===== config.mk =====
export PLATFORM = sky130hd
export DESIGN_NAME = serial_to_parallel_hs_flat
export DESIGN_NICKNAME = d
export VERILOG_FILES = /design/src/rtl/serial_to_parallel_hs_pkg.sv /design/src/rtl/serial_to_parallel_hs_if.sv /design/src/rtl/serial_to_parallel_hs_word_reg.sv /design/src/rtl/serial_to_parallel_hs.sv /design/src/flat_wrapper.sv
export SDC_FILE = /design/constraint.sdc
export NUM_CORES = 1
export LEC_CHECK = 0
export ABC_CLOCK_PERIOD_IN_PS = 1900
export BUFFER_PORTS_ARGS = -buffer_cell sky130_fd_sc_hd__buf_4
export CAP_MARGIN = 25
export CORE_UTILIZATION = 49
export CTS_CLUSTER_DIAMETER = 40
export DETAILED_ROUTE_END_ITERATION = 6
export PLACE_DENSITY = 0.78
export SETUP_SLACK_MARGIN = 0.05
export SYNTH_ARGS = -nofsm -noshare
export SYNTH_HDL_FRONTEND = slang
export SYNTH_SLANG_ARGS = --single-unit

===== constraint.sdc =====
create_clock -name clk -period 1.9 [get_ports clk]
set_clock_uncertainty 0.2 [all_clocks]
set_input_delay 0.57 -clock clk [delete_from_list [all_inputs] [get_ports clk]]
set_output_delay 0.57 -clock clk [all_outputs]
set_load 0.02 [all_outputs]

===== src/rtl/serial_to_parallel_hs_pkg.sv =====
// Shared helpers for the serial-to-parallel deserializer: slot placement,
// counter width and parameter legality.
package s2p_pkg;

  // Base bit of beat slot k inside the output word.
  function automatic int s2p_slot_lsb(input int k, input int in_w, input int out_w,
                                      input bit msb_first);
    return msb_first ? out_w - (k + 1) * in_w : k * in_w;
  endfunction

  function automatic int s2p_cnt_w(input int nbeats);
    return $clog2(nbeats + 1);
  endfunction

  function automatic bit s2p_params_ok(input int in_w, input int out_w);
    return (in_w >= 1) && (out_w % in_w == 0) && (out_w / in_w >= 2);
  endfunction

endpackage


===== src/rtl/serial_to_parallel_hs_if.sv =====
// Beat-in / word-out handshake bundle. slave = deserializer, master = its environment.
interface serial_to_parallel_hs_if
  import s2p_pkg::*;
#(
  parameter int IN_WIDTH  = 1,
  parameter int OUT_WIDTH = 8
);
  localparam int CNT_W = s2p_cnt_w(OUT_WIDTH / IN_WIDTH);

  logic [IN_WIDTH-1:0]  in_data;
  logic                 in_valid;
  logic                 in_last;
  logic                 in_ready;
  logic [OUT_WIDTH-1:0] out_data;
  logic [CNT_W-1:0]     out_count;
  logic                 out_last;
  logic                 out_valid;
  logic                 out_ready;

  modport slave (
    input  in_data, in_valid, in_last, out_ready,
    output in_ready, out_data, out_count, out_last, out_valid
  );

  modport master (
    output in_data, in_valid, in_last, out_ready,
    input  in_ready, out_data, out_count, out_last, out_valid
  );
endinterface


===== src/rtl/serial_to_parallel_hs_word_reg.sv =====
// Single-entry output holding register; slot_free tells the packer a closing
// beat may be taken this cycle.
module s2p_word_reg #(
  parameter int DATA_W = 8,
  parameter int CNT_W  = 3
) (
  input  logic              clk,
  input  logic              rst,
  input  logic              load_i,
  input  logic [DATA_W-1:0] data_i,
  input  logic [CNT_W-1:0]  count_i,
  input  logic              last_i,
  input  logic              ready_i,
  output logic              valid_o,
  output logic [DATA_W-1:0] data_o,
  output logic [CNT_W-1:0]  count_o,
  output logic              last_o,
  output logic              slot_free_o
);
  logic              valid_q;
  logic [DATA_W-1:0] data_q;
  logic [CNT_W-1:0]  count_q;
  logic              last_q;

  assign slot_free_o = !valid_q | ready_i;

  // Load wins over the drain so back-to-back words keep valid high.
  always_ff @(posedge clk or posedge rst) begin
    if (rst) begin
      valid_q <= 1'b0;
      data_q  <= '0;
      count_q <= '0;
      last_q  <= 1'b0;
    end else if (load_i) begin
      valid_q <= 1'b1;
      data_q  <= data_i;
      count_q <= count_i;
      last_q  <= last_i;
    end else if (ready_i) begin
      valid_q <= 1'b0;
    end
  end

  assign valid_o = valid_q;
  assign data_o  = data_q;
  assign count_o = count_q;
  assign last_o  = last_q;
endmodule


===== src/rtl/serial_to_parallel_hs.sv =====
// Packs IN_WIDTH-bit beats into OUT_WIDTH-bit words, closing a word when it
// fills or early on in_last; the held word sits in s2p_word_reg.
module serial_to_parallel_hs
  import s2p_pkg::*;
#(
  parameter int IN_WIDTH  = 1,
  parameter int OUT_WIDTH = 8,
  parameter bit MSB_FIRST = 1'b0
) (
  input  logic                    clk,
  input  logic                    rst,
  serial_to_parallel_hs_if.slave  bus
);
  localparam int NBEATS = OUT_WIDTH / IN_WIDTH;
  localparam int CNT_W  = s2p_cnt_w(NBEATS);

  if (!s2p_params_ok(IN_WIDTH, OUT_WIDTH)) begin : g_bad_params
    $fatal(1, "serial_to_parallel_hs: OUT_WIDTH must be a multiple >= 2 of IN_WIDTH");
  end

  logic [OUT_WIDTH-1:0] acc_q, acc_d, beat_w, merged;
  logic [CNT_W-1:0]     cnt_q, cnt_d;
  logic                 slot_free, last_slot, closing, accept, load;

  assign last_slot    = (cnt_q == CNT_W'(NBEATS - 1));
  assign closing      = last_slot | bus.in_last;
  // Only a closing beat needs room downstream; others always accumulate.
  assign bus.in_ready = slot_free | !closing;
  assign accept       = bus.in_valid & bus.in_ready;
  assign load         = accept & closing;

  for (genvar k = 0; k < NBEATS; k++) begin : g_slot
    localparam int LSB = s2p_slot_lsb(k, IN_WIDTH, OUT_WIDTH, MSB_FIRST);
    assign beat_w[LSB +: IN_WIDTH] = (cnt_q == CNT_W'(k)) ? bus.in_data : '0;
  end

  // acc only ever holds filled slots, so unfilled ones are already zero.
  assign merged = acc_q | beat_w;

  always_comb begin
    acc_d = acc_q;
    cnt_d = cnt_q;
    if (accept) begin
      if (closing) begin
        acc_d = '0;
        cnt_d = '0;
      end else begin
        acc_d = merged;
        cnt_d = cnt_q + CNT_W'(1);
      end
    end
  end

  always_ff @(posedge clk or posedge rst) begin
    if (rst) begin
      acc_q <= '0;
      cnt_q <= '0;
    end else begin
      acc_q <= acc_d;
      cnt_q <= cnt_d;
    end
  end

  s2p_word_reg #(.DATA_W(OUT_WIDTH), .CNT_W(CNT_W)) u_word_reg (
    .clk         (clk),
    .rst         (rst),
    .load_i      (load),
    .data_i      (merged),
    .count_i     (cnt_q + CNT_W'(1)),
    .last_i      (bus.in_last),
    .ready_i     (bus.out_ready),
    .valid_o     (bus.out_valid),
    .data_o      (bus.out_data),
    .count_o     (bus.out_count),
    .last_o      (bus.out_last),
    .slot_free_o (slot_free)
  );
endmodule

===== src/flat_wrapper.sv =====
// flat-port wrapper written by rule: the top's interface ports become plain ports
module serial_to_parallel_hs_flat import s2p_pkg::*;
#(
  parameter int IN_WIDTH  = 1,
  parameter int OUT_WIDTH = 8,
  parameter bit MSB_FIRST = 1'b0
)
  (clk, rst, bus_in_data, bus_in_valid, bus_in_last, bus_out_ready, bus_in_ready, bus_out_data, bus_out_count, bus_out_last, bus_out_valid);
  serial_to_parallel_hs_if #(.IN_WIDTH(IN_WIDTH), .OUT_WIDTH(OUT_WIDTH)) bus_i ();
  input  logic clk;
  input  logic rst;
  input wire logic [$bits(bus_i.in_data)-1:0] bus_in_data;
  input wire logic [$bits(bus_i.in_valid)-1:0] bus_in_valid;
  input wire logic [$bits(bus_i.in_last)-1:0] bus_in_last;
  input wire logic [$bits(bus_i.out_ready)-1:0] bus_out_ready;
  output wire logic [$bits(bus_i.in_ready)-1:0] bus_in_ready;
  output wire logic [$bits(bus_i.out_data)-1:0] bus_out_data;
  output wire logic [$bits(bus_i.out_count)-1:0] bus_out_count;
  output wire logic [$bits(bus_i.out_last)-1:0] bus_out_last;
  output wire logic [$bits(bus_i.out_valid)-1:0] bus_out_valid;
  assign bus_i.in_data = bus_in_data;
  assign bus_i.in_valid = bus_in_valid;
  assign bus_i.in_last = bus_in_last;
  assign bus_i.out_ready = bus_out_ready;
  assign bus_in_ready = bus_i.in_ready;
  assign bus_out_data = bus_i.out_data;
  assign bus_out_count = bus_i.out_count;
  assign bus_out_last = bus_i.out_last;
  assign bus_out_valid = bus_i.out_valid;
  serial_to_parallel_hs #(.IN_WIDTH(IN_WIDTH), .OUT_WIDTH(OUT_WIDTH), .MSB_FIRST(MSB_FIRST)) u_core (.clk(clk), .rst(rst), .bus(bus_i));
endmodule

==> PnR_summary.wiki <==
{| class="wikitable"
! Metric !! Value
|-
| Beginning of the critical path || u_core.cnt_q[0]
|-
| Failing checks || negative setup slack
|-
| Headroom to the max-slew limit || between 50% and 60%
|-
| Clock Sinks || 26
|-
| Arrival time at the worst endpoint || about 1.4 ns
|-
| Row count || 17
|-
| Horizontal die dimension || ~53 um
|-
| Ys Warns || 0
|-
| Initial antenna violation count || 0
|-
| CP Launch Type || register
|-
| Critical path endpoint category || output port
|-
| Largest net degree at the start of global routing || 27
|-
| IO buf count || 20
|-
| Number of distinct library cell variants in the gate-level netlist after synthesis || 33
|-
| Setup slack after layout || -0.2763 ns
|-
| Fraction of layout cells with a size suffix above 1 || between 30 and 40%
|-
| Leading area contributor after synthesis || sky130_fd_sc_hd__dfrtp_1
|-
| Clock tree root driver cell || sky130_fd_sc_hd__clkbuf_4
|-
| Initial Util || between 50% and 60%
|-
| Nets in the synthesized netlist || ~110
|-
| Initial DRC count || 12
|-
| Vias/cell || 5.515
|-
| Sum of negative setup slack || -2.270 ns
|-
| Post-Synthesis Cell Area || around 0.0013 mm2
|-
| Area of the core || ~0.0023 mm2
|-
| Wire length of the first global-routing pass || ~4100 um
|-
| Avg Inst Size Synth || 12.41 um2
|-
| Total grt overflow || 0
|-
| Floorplan die area || 0.002765 mm2
|-
| Combined global-route utilization of all metal layers || a little over a fifth
|-
| Number of global-route vias before repair || ~870
|-
| Total of endpoints with negative setup slack in the final report || 24
|-
| Path type of the worst setup path || reg2out
|-
| Hold Crit Class || in2async
|-
| Worst slack at placement || -0.05032 ns
|-
| Synth Instances || 101
|-
| Max-cap check violation count || 0
|-
| Layout overhead on the synthesized area || 34.43%
|-
| Fillers || 168
|-
| Largest voltage drop on the vdd net || approximately 0.8 mV
|-
| Seq/Total Area, Yosys || 51.90%
|-
| Top cells by area, synth || sky130_fd_sc_hd__dfrtp_1 52%, sky130_fd_sc_hd__mux2i_1 6.4%, sky130_fd_sc_hd__a32o_1 4.8%, sky130_fd_sc_hd__ha_1 4.0%, sky130_fd_sc_hd__inv_1 3.6%
|-
| Outcome || complete, but fails checks
|-
| Number of antenna repair diodes || 0
|-
| Fraction of the cycle the final worst path needs || 114.5%
|-
| Final hold viol count || 0
|-
| HPWL after DPL || between 1500 and 2000 um
|-
| Worst Tran Pin Value || just over 0.7 ns
|-
| Slew Viols, Final || 0
|-
| Number of I/O pins || 21
|-
| Number of nets in the final layout || 150
|-
| Drc violations || 0
|-
| Overall via count from detail_route || approximately 920
|-
| Setup repair after global routing missed its margin || true
|-
| Core occupancy in the finished layout || roughly 73%
|-
| Number of register bits inferred by synthesis || 26
|-
| Met2 usage || a little under a third
|-
| TritonCTS clock tree || built
|-
| Met3 routing resource usage after global routing || roughly 4.3%
|-
| Clock-pin slew on the worst setup and hold paths || roughly 0.15 ns
|-
| Timing-limited maximum frequency || ~460 MHz
|-
| Wire per inst || ~16 um
|-
| Fraction of synthesized cell area taken by the top area cell type || approximately 52%
|-
| Met1 Track Usage GR || a little under a third
|-
| Peak fanout along the critical path || 2
|-
| Count of hold buffers inserted by post-cts repair || 0
|-
| Total wirelength of the detailed-routed design || 2605 um
|-
| Required time of the worst setup path || 1.13 ns
|-
| CTS buffer count || 3
|-
| Number of antenna-violating nets in the routed design || 0
|-
| Die boundary height || about 53 um
|-
| Final critical-path required period || ~2.2 ns
|-
| Power per unit of standard cell area || 1350 mW/mm2
|-
| Clock latency reported for the late side of the worst-skew pair || between 0.3 and 0.4 ns
|-
| Max clock buf depth || 2
|-
| H-tree levels || 1
|-
| Leakage power of the design || 0.8637 nW
|-
| Placer Congestion || ~0.81
|-
| Detailed-router iteration count before antenna repair || 4
|-
| Worst r2r src || u_core.cnt_q[0]
|-
| Busiest metal layer after global routing || met2
|}
## logic make-up after synthesis
| kind of cell | count (synthesis) | synth area share, % |
|---|---|---|
| mux | 13 | 11.78 |
| xor+xnor | 2 | 1.397 |
| buf+inv | 16 | 6.087 |
| simple gates | 16 | 9.083 |
| flops | 26 | 51.90 |
| fa+ha+maj | 4 | 3.992 |
| compound gates | 24 | 15.77 |
## metal layers
| layer | part of all wire, % | routed length [um] |
|---|---|---|
| met4 | 2.1 | 55 |
| met2 | 47 | 1220 |
| met5 | 0 | 0 |
| met3 | 4.4 | 115 |
| met1 | 47 | 1213 |
## per-stage QoR
step | cells | hold slack [ns] | power [W] | instance area [um2]
finish | 167 | 0.07690 | 0.002275 | 1685
global route | 167 | 0.1049 | 0.002412 | 1685
CTS | 162 | 0.08442 | 0.002236 | 1620
detailed placement | 154 | 0.2813 | 0.001804 | 1489
global placement | 154 | 0.2711 | 0.001770 | 1489
floorplan | 101 | 0.2544 | 0.001450 | 1269
## final cells by class
| type | count | area (um2) | share of cell area, % |
|---|---|---|---|
| Sequential cell | 26 | 650.6 | 38.60 |
| Clock inverter | 1 | 30.03 | 1.782 |
| Clock buffer | 3 | 22.52 | 1.336 |
| Multi-Input combinational cell | 59 | 550.5 | 32.67 |
| Tap cell | 28 | 35.03 | 2.079 |
| Timing Repair Buffer | 38 | 351.6 | 20.86 |
| Inverter | 12 | 45.04 | 2.673 |
## synth_stat cells (all sizes together)
library cell  number
o211a              1
and2               1
nor2               3
nor3               1
and4b              1
a22o               3
o2bb2ai            1
clkbuf             1
o211ai             1
a21o               1
buf                3
xnor2              1
nand2              2
mux2               5
nand2b             1
nor3b              1
ha                 4
a221o              1
a2bb2oi            1
inv               12
a21oi              6
nand3              1
and3b              2
nor2b              2
o21ai              3
xor2               1
mux2i              8
nor4bb             1
dfrtp             26
a32o               6
## worst max-delay path: stages (launching register included)
cell and delay, ns:
sky130_fd_sc_hd__dfrtp_1 0.42, sky130_fd_sc_hd__ha_2 0.19, sky130_fd_sc_hd__and3b_4 0.19, sky130_fd_sc_hd__o21ai_4 0.14, sky130_fd_sc_hd__buf_6 0.13
## timing repair
item | 4_1_cts | 5_1_grt
pin swaps | 0 | 8
setup endpoints to repair | 7 | 22
gates resized for setup | 3 | 10
setup buffers | 3 | 5
gates cloned | 1 | 0
## final timing paths
path                       slack [ns]                            to  cells past startpoint
min reg2reg                      0.31               u_core.acc_q[2]                      1
max reg2reg                     -0.16  u_core.u_word_reg.count_o[1]                      7
max                             -0.28                  bus_in_ready                      4
min                              0.08  u_core.u_word_reg.count_o[2]                      3
min in group clk                 0.31               u_core.acc_q[2]                      1
max in group asynchronous        1.17   u_core.u_word_reg.data_o[7]                      3
## flip-flops by register name, indices dropped and copies added, names as in the netlist
signal                     cells
u_core.cnt_q                   4
u_core.u_word_reg.valid_o      1
u_core.u_word_reg.data_o       8
u_core.u_word_reg.count_o      4
u_core.u_word_reg.last_o       1
u_core.acc_q                   8
## placed cells by master (no fill, tap or decap), types with 2 or more instances in the layout
cell type                  instances
sky130_fd_sc_hd__buf_4            28
sky130_fd_sc_hd__dfrtp_1          26
sky130_fd_sc_hd__inv_1            12
sky130_fd_sc_hd__mux2i_1           7
sky130_fd_sc_hd__buf_6             7
sky130_fd_sc_hd__a21oi_1           6
sky130_fd_sc_hd__a32o_1            6
sky130_fd_sc_hd__mux2_4            4
sky130_fd_sc_hd__nor2_1            3
sky130_fd_sc_hd__a22o_1            3
sky130_fd_sc_hd__ha_1              3
sky130_fd_sc_hd__clkbuf_4          3
sky130_fd_sc_hd__nor2b_1           2
sky130_fd_sc_hd__o21ai_0           2
sky130_fd_sc_hd__nand2_1           2
## power by group
group          switching, W  total, W  internal, W
Combinational      0.000532   0.00106     0.000527
Sequential        0.0000982  0.000829     0.000731
Clock              0.000174  0.000387     0.000213
Total              0.000804   0.00228      0.00147
Note: power is estimated with default switching activity, not from simulation.
